--- config.mk ---
export PLATFORM = sky130hd
export DESIGN_NAME = nfca_rx_ascii_formatter_flat
export DESIGN_NICKNAME = d
export VERILOG_FILES = /design/src/rtl/nfca_rx_ascii_formatter_if.sv /design/src/rtl/nfca_rx_ascii_formatter.sv /design/src/flat_wrapper.sv
export SDC_FILE = /design/constraint.sdc
export NUM_CORES = 1
export LEC_CHECK = 0
export CORE_MARGIN = 2
export CORE_UTILIZATION = 29
export DETAILED_ROUTE_END_ITERATION = 10
export PLACE_DENSITY_LB_ADDON = 0.3
export SLEW_MARGIN = 10
export SYNTH_ARGS = -nofsm -noshare
export SYNTH_HDL_FRONTEND = slang
export SYNTH_SLANG_ARGS = --single-unit
--- constraint.sdc ---
create_clock -name clk -period 3.04 [get_ports clk]
set_clock_uncertainty 0.05 [all_clocks]
set_input_delay 0.608 -clock clk [delete_from_list [all_inputs] [get_ports clk]]
set_output_delay 0.608 -clock clk [all_outputs]
set_load 0.01 [all_outputs]
--- src/rtl/nfca_rx_ascii_formatter_if.sv ---
// Bundle between the NFC-A receive stream, the ASCII formatter and the UART-side consumer.
// slave = formatter side, master = the environment driving it.
interface nfca_rx_ascii_formatter_if;
  logic       rx_tvalid;
  logic [7:0] rx_tdata;
  logic [3:0] rx_tdatab;
  logic       rx_tend;
  logic       rx_terr;
  logic       o_tvalid;
  logic       o_tready;
  logic [7:0] o_tdata;
  logic       o_overflow;

  modport slave (
    input  rx_tvalid, rx_tdata, rx_tdatab, rx_tend, rx_terr, o_tready,
    output o_tvalid, o_tdata, o_overflow
  );

  modport master (
    output rx_tvalid, rx_tdata, rx_tdatab, rx_tend, rx_terr, o_tready,
    input  o_tvalid, o_tdata, o_overflow
  );
endinterface

--- src/rtl/nfca_rx_ascii_formatter.sv ---
// Turns received NFC-A frame items into ASCII hex text: "HL " per byte, "HL:B" per partial byte,
// "\n" per end marker ("n\n" on error). Items are buffered in a FIFO since the source cannot stall.
module nfca_rx_ascii_formatter #(
  parameter int FIFO_EA = 5
) (
  input  logic                       clk,
  input  logic                       rst,
  nfca_rx_ascii_formatter_if.slave   bus
);

  localparam int DEPTH = 1 << FIFO_EA;
  localparam logic [FIFO_EA:0] PTR_ONE = 1;

  typedef enum logic [2:0] {
    S_IDLE, S_HI, S_LO, S_SEP, S_BITS, S_ERR, S_NL
  } state_t;

  // entry = {tend, terr, tdatab[3:0], tdata[7:0]}
  logic [13:0]      r_mem [DEPTH];
  logic [FIFO_EA:0] r_wptr, r_rptr;
  logic [13:0]      w_ent;
  logic             w_full, w_empty, w_push, w_pop, w_acc, w_last, w_partial;

  state_t     r_state;
  logic [3:0] r_lo;
  logic [3:0] r_bits;
  logic       r_tvalid;
  logic [7:0] r_tdata;
  logic       r_overflow;

  function automatic logic [7:0] f_hex(input logic [3:0] v);
    return (v < 4'd10) ? 8'h30 + {4'h0, v} : 8'h37 + {4'h0, v};
  endfunction

  assign w_full    = (r_wptr[FIFO_EA] != r_rptr[FIFO_EA]) &&
                     (r_wptr[FIFO_EA-1:0] == r_rptr[FIFO_EA-1:0]);
  assign w_empty   = (r_wptr == r_rptr);
  assign w_ent     = r_mem[r_rptr[FIFO_EA-1:0]];
  assign w_acc     = r_tvalid & bus.o_tready;
  assign w_partial = ~r_bits[3];
  assign w_last    = ((r_state == S_SEP) & ~w_partial) | (r_state == S_BITS) | (r_state == S_NL);
  // Next entry pops either from idle or on acceptance of the current entry's last character
  assign w_pop     = ~w_empty & ((r_state == S_IDLE) | (w_acc & w_last));
  assign w_push    = bus.rx_tvalid & (~w_full | w_pop);

  always_ff @(posedge clk) begin
    if (w_push) r_mem[r_wptr[FIFO_EA-1:0]] <= {bus.rx_tend, bus.rx_terr, bus.rx_tdatab, bus.rx_tdata};
  end

  always_ff @(posedge clk) begin
    if (rst) begin
      r_wptr     <= '0;
      r_rptr     <= '0;
      r_state    <= S_IDLE;
      r_lo       <= '0;
      r_bits     <= '0;
      r_tvalid   <= 1'b0;
      r_tdata    <= 8'h00;
      r_overflow <= 1'b0;
    end else begin
      r_overflow <= bus.rx_tvalid & w_full & ~w_pop;
      if (w_push) r_wptr <= r_wptr + PTR_ONE;
      if (w_pop) begin
        r_rptr   <= r_rptr + PTR_ONE;
        r_lo     <= w_ent[3:0];
        r_bits   <= w_ent[11:8];
        r_tvalid <= 1'b1;
        if (w_ent[13]) begin
          r_state <= w_ent[12] ? S_ERR : S_NL;
          r_tdata <= w_ent[12] ? 8'h6E : 8'h0A;
        end else begin
          r_state <= S_HI;
          r_tdata <= f_hex(w_ent[7:4]);
        end
      end else if (w_acc) begin
        case (r_state)
          S_HI: begin
            r_state <= S_LO;
            r_tdata <= f_hex(r_lo);
          end
          S_LO: begin
            r_state <= S_SEP;
            r_tdata <= w_partial ? 8'h3A : 8'h20;
          end
          S_SEP: begin
            if (w_partial) begin
              r_state <= S_BITS;
              r_tdata <= f_hex(r_bits);
            end else begin
              r_state  <= S_IDLE;
              r_tvalid <= 1'b0;
            end
          end
          S_ERR: begin
            r_state <= S_NL;
            r_tdata <= 8'h0A;
          end
          default: begin
            r_state  <= S_IDLE;
            r_tvalid <= 1'b0;
          end
        endcase
      end
    end
  end

  assign bus.o_tvalid   = r_tvalid;
  assign bus.o_tdata    = r_tdata;
  assign bus.o_overflow = r_overflow;

endmodule
--- src/flat_wrapper.sv ---
// flat-port wrapper written by rule: the top's interface ports become plain ports
module nfca_rx_ascii_formatter_flat 
#(
  parameter int FIFO_EA = 5
)
  (clk, rst, bus_rx_tvalid, bus_rx_tdata, bus_rx_tdatab, bus_rx_tend, bus_rx_terr, bus_o_tready, bus_o_tvalid, bus_o_tdata, bus_o_overflow);
  nfca_rx_ascii_formatter_if bus_i ();
  input  logic clk;
  input  logic rst;
  input wire logic [$bits(bus_i.rx_tvalid)-1:0] bus_rx_tvalid;
  input wire logic [$bits(bus_i.rx_tdata)-1:0] bus_rx_tdata;
  input wire logic [$bits(bus_i.rx_tdatab)-1:0] bus_rx_tdatab;
  input wire logic [$bits(bus_i.rx_tend)-1:0] bus_rx_tend;
  input wire logic [$bits(bus_i.rx_terr)-1:0] bus_rx_terr;
  input wire logic [$bits(bus_i.o_tready)-1:0] bus_o_tready;
  output wire logic [$bits(bus_i.o_tvalid)-1:0] bus_o_tvalid;
  output wire logic [$bits(bus_i.o_tdata)-1:0] bus_o_tdata;
  output wire logic [$bits(bus_i.o_overflow)-1:0] bus_o_overflow;
  assign bus_i.rx_tvalid = bus_rx_tvalid;
  assign bus_i.rx_tdata = bus_rx_tdata;
  assign bus_i.rx_tdatab = bus_rx_tdatab;
  assign bus_i.rx_tend = bus_rx_tend;
  assign bus_i.rx_terr = bus_rx_terr;
  assign bus_i.o_tready = bus_o_tready;
  assign bus_o_tvalid = bus_i.o_tvalid;
  assign bus_o_tdata = bus_i.o_tdata;
  assign bus_o_overflow = bus_i.o_overflow;
  nfca_rx_ascii_formatter #(.FIFO_EA(FIFO_EA)) u_core (.clk(clk), .rst(rst), .bus(bus_i));
endmodule
Word-level counts from Yosys, hierarchy flattened
Memories as Yosys holds them, arrays and structs flattened. A register that Yosys moved wholly into a read port is not among the register bits.
Cells that the tools add are included.

storage, ports and cells
  input bits = 18
  bits in writable memories = 448
  memories = 1
  logic and storage cells = 77
  register bits after elaboration = 33

memories
  memory        words  width  read ports  clocked after Yosys merged registers in  write ports  line                           RTL
  u_core.r_mem  32     14     1           1                                        1            nfca_rx_ascii_formatter.sv:19  logic [13:0] r_mem [DEPTH];

cells by class
  add/sub/neg operators = 8
  multiplexer cells = 24
  eq/ne operators = 12
  $lt $le $gt $ge = 3
  bitwise logic cells = 14
  reduce and logical (&&, ||, !) cells = 7

operators with widths
  kind                                                    count
  2-to-1 mux 8 bit                                        7
  adder 6 x 4 -> 7 bit (first input constant)             6
  one-hot mux 8 bit (4 select lines)                      1
  2-to-1 mux 5 bit                                        3
  adder 6 x 1 -> 6 bit (second input constant)            2
  less-than comparator 4 bit (second input constant)      3
  2-to-1 mux 3 bit                                        4
  one-hot mux 3 bit (4 select lines)                      1
  equality test 3 bit (second input constant)             3
  AND 1 bit                                               7
  2-to-1 mux 7 bit                                        1
  equality test 3 x 2 -> 1 bit (second input constant)    2
  equality test 6 bit                                     1
  AND reduction 3 bit                                     2
  equality test 5 bit                                     1
  2-to-1 mux 1 bit                                        5
  nonzero test 5 bit                                      1
  bitwise OR 1 bit                                        4
  equality test 3 x 1 -> 1 bit (second input constant)    1
  zero test 3 bit                                         1
  inequality test 3 x 1 -> 1 bit (second input constant)  1
  inequality test 3 x 2 -> 1 bit (second input constant)  1
  NOT 1 bit                                               3
  OR reduction 3 bit                                      1
  6 further kinds                                         6

Logic depth before layout (Yosys ltp)
  depth after elaboration = 11
  depth in mapped cells = 10
  gate-level depth less buffers = 8

Least setup slack after synthesis
Ideal clock, no wire load.

  path type = input-to-reg
  start point = in bus_o_tready
  end point = mem u_core.r_mem[28][0], enable pin
  path buffers = 1
  setup time = 0.384 ns
  slack = 0.250 ns
  stages = 7
  arrival = 2.355 ns
  data required time = 2.606 ns
  path through = nand2_1 o21ai_0 o31a_1 clkbuf_1 o21a_1 nand2_1 nor2_1

between the ends
  cells in the longest elaborated chain, start to end = 8

RTL lines
  element                                 line                           RTL
  start: declaration                      flat_wrapper.sv:15             input wire logic [$bits(bus_i.o_tready)-1:0] bus_o_tready;
  AND 1 bit                               nfca_rx_ascii_formatter.sv:39  assign w_acc = r_tvalid & bus.o_tready;
  AND 1 bit                               nfca_rx_ascii_formatter.sv:43  assign w_pop = ~w_empty & ((r_state == S_IDLE) | (w_acc & w_last));
  bitwise OR 1 bit                        nfca_rx_ascii_formatter.sv:43
  AND 1 bit                               nfca_rx_ascii_formatter.sv:43
  bitwise OR 1 bit                        nfca_rx_ascii_formatter.sv:44  assign w_push = bus.rx_tvalid & (~w_full | w_pop);
  AND 1 bit                               nfca_rx_ascii_formatter.sv:44
  2-to-1 mux 1 bit                        nfca_rx_ascii_formatter.sv:47  if (w_push) r_mem[r_wptr[FIFO_EA-1:0]] <= {bus.rx_tend, bus.rx_terr, bus.rx_tdatab, bus.rx_tdata};
  2-to-1 mux 1 bit (implied by the code)  nfca_rx_ascii_formatter.sv:47
  end: declaration                        nfca_rx_ascii_formatter.sv:19

No other way between the ends.

==> out/qor.yml <==
pin_count: 28
cp_num_buf_inv: 1
slew_headroom_pct: 61.4
htreeDepth: 2
synth_nets: 957
yosys_warnings: 0
drv_slew: 0
clkLatencyLatePin_ns: 0.60
crit_path_frequent_cell: "mux4_2"
cts_sinks: 485
critPathMaxStageDelay_ns: 0.53
nets: 1092
hold_path_class: "register to register"
min_period_ns: 2.84
hp-start: "u_core.r_wptr[5]"
cp_max_fo: 18
drtIter0Drc: 905
required_ns: 3.49
antenna_cells: 0
power_leakage_uw: 0.00717
status: "complete, no violations"
hold_viol: 0
ctsHoldBuffers: 0
place_congestion: 0.772
tns_ns: 0
routed-via-count: 9413
grt_pass1_vias: 9632
ys_types: 54
ys_seq_area_share_pct: 74.2
via_per_inst: 4.77
cp_cell_sequence: "buf_12, mux4_2, mux2_2, mux4_2, and2_4, or3_1, o32ai_1"
critPathTopFamily: "multiplexers"
period_share_pct: 93.5
portBuffers: 26
grt-ovfl-total: 0
rsz0062_at_grt: "false"
die_x_um: 261
critical_path_cell_count: 7
max_slew.worst_pin.slew_ns: 0.578
synth_top_area_share_pct: 70.3
holdPathStages: 2
synth_ff_type: "edfxtp_1"
yosysMostFrequentCell: "edfxtp_1"
power_density_nw_per_um2: 751
wl_per_cell_um: 22.8
antenna_found_initial: 1
ant_nets: 0
async_reset_ff_share_pct: 0
n_fill_cell: 6074
arrival_ns: 3.29
drv_cap: 0
grt_max_degree: 33
dieHeight_um: 261
gr-usage-all-layers_pct: 13.5
area_growth_pct: 20.6
setup_violations: 0
die-area_um2: 68100
syn-cell-area_um2: 19100
clk_pin_slew_ns: 0.06
initial_utilization_pct: 29.2
reg2reg_depth: 7
endpoint_kind: "register"
drive_gt1_share_pct: 30.7
cts_buffers: 51
core-area_um2: 65500
avgSynthCellArea_um2: 20.6
cts-root-buf: "clkbuf_16"
critPathSlowestCell: "mux4_2"
ys_top_cells_by_area: "edfxtp_1 70%, mux4_2 16%, dfxtp_1 3.9%"
firstDrtPassIters: 5
postCtsSetupBuffers: 0
synth_area_leader_cell: "edfxtp_1"
cts_tree: "built"
cts_max_path_buffers: 3
cp-start-kind: "register"
drc: 0
ys_ff_latch: 485
fmax_mhz: 352
worst_hold_slack_ns: 0.453
num_rows: 94
synth-edff-count: 448
wirelength_um: 44900
grt_pass1_wl_um: 66200
crit_type: "register to register"
vdd_drop_max_mv: 0.457
synthTopCellsByCount: "448 x edfxtp_1, 138 x mux4_2, 67 x nor2_1"
hpwl_um: 28600
synthCells: 931
==> metal layers <==
metal / track usage [%] / part of all wire (%) / vias to the layer above
met5: 0 / 0 / -
met4: 3.70 / 1.8 / 0
met3: 2.35 / 5.0 / 57
met2: 21.0 / 47 / 234
met1: 19.4 / 46 / 5001
li1: - / - / 4121
==> metrics by stage <==
step / cell area (um^2) / std cells / power, uW / util, % / setup WS [ns]
6_report: 23100 / 1973 / 17300 / 35.2 / 0.197
5_1_grt: 23100 / 1973 / 18100 / 35.2 / 0.0694
4_1_cts: 23100 / 1973 / 17600 / 35.2 / 0.0968
3_5_place_dp: 21300 / 1877 / 11200 / 32.6 / 0.0203
3_3_place_gp: 21300 / 1877 / 11200 / 32.6 / 0.0485
2_1_floorplan: 19100 / 931 / 9910 / - / 0.250
==> tightest hold or removal path, stage by stage, from the launching register on <==
cell and delay, ns:
dfxtp_1 0.33, o31ai_1 0.07, a21oi_1 0.06
==> final cells by class <==
cell class,instances,area (um^2),share of cell area (%)
clock inverters,35,399,1.73
clock buffers,61,1310,5.69
inverters,12,45.0,0.195
repair buffers,133,1350,5.86
flip-flops and latches,485,14200,61.6
multi-input cells,383,4680,20.3
well taps,864,1080,4.69
==> worst paths after layout <==
check        slack (ns)                    end
max                0.20  u_core.bus.o_tdata[2]
min                0.45       u_core.r_wptr[5]
max reg2reg        0.20  u_core.bus.o_tdata[2]
min reg2reg        0.45       u_core.r_wptr[5]
==> where the power goes <==
part | switching, uW | total [uW] | internal [uW]
registers | 221 | 7690 | 7470
clock network | 2630 | 6340 | 3710
logic | 1690 | 3310 | 1620
total | 4540 | 17300 | 12800
==> kinds of logic after synthesis <==
logic type / Yosys count / synth area share (%)
DFF: 485 / 74.2
other: 1 / 0.0196
muxes: 163 / 17.6
and+or+nand+nor: 122 / 2.94
xor gates and xnor gates: 18 / 0.824
AOI/OAI and AO/OA: 71 / 2.45
adders and majority gates: 8 / 0.523
buffers and inverters: 63 / 1.49
==> timing repair <==
| item | 4_1_cts | 5_1_grt |
|---|---|---|
| pin swaps | 0 | 0 |
| setup endpoints to repair | 1 | 1 |
| resized for setup | 1 | 1 |
==> cells in the final DEF, fill, tap and decap left out, drive strengths merged, types with 8 or more instances in the layout <==
cell type,Yosys,routed
a211oi,9,9
a21oi,20,20
buf,31,107
clkbuf,20,61
clkdlybuf4s50,0,26
clkinv,0,23
dfxtp,37,37
edfxtp,448,448
ha,8,8
inv,12,15
mux2i,19,19
mux4,138,138
nand2,15,15
nor2,67,67
o21ai,15,15
xor2,13,13
==> flip-flops by register name, summed over array words and instances (netlist names), named ones only <==
name,cells
u_core.r_bits,4
u_core.r_lo,4
u_core.r_rptr,6
u_core.r_state,3
u_core.r_wptr,6
u_core.bus.o_overflow,1
u_core.bus.o_tdata,7
u_core.r_mem,448
u_core.bus.o_tvalid,1
No activity file was read; power rests on OpenSTA's default activity.
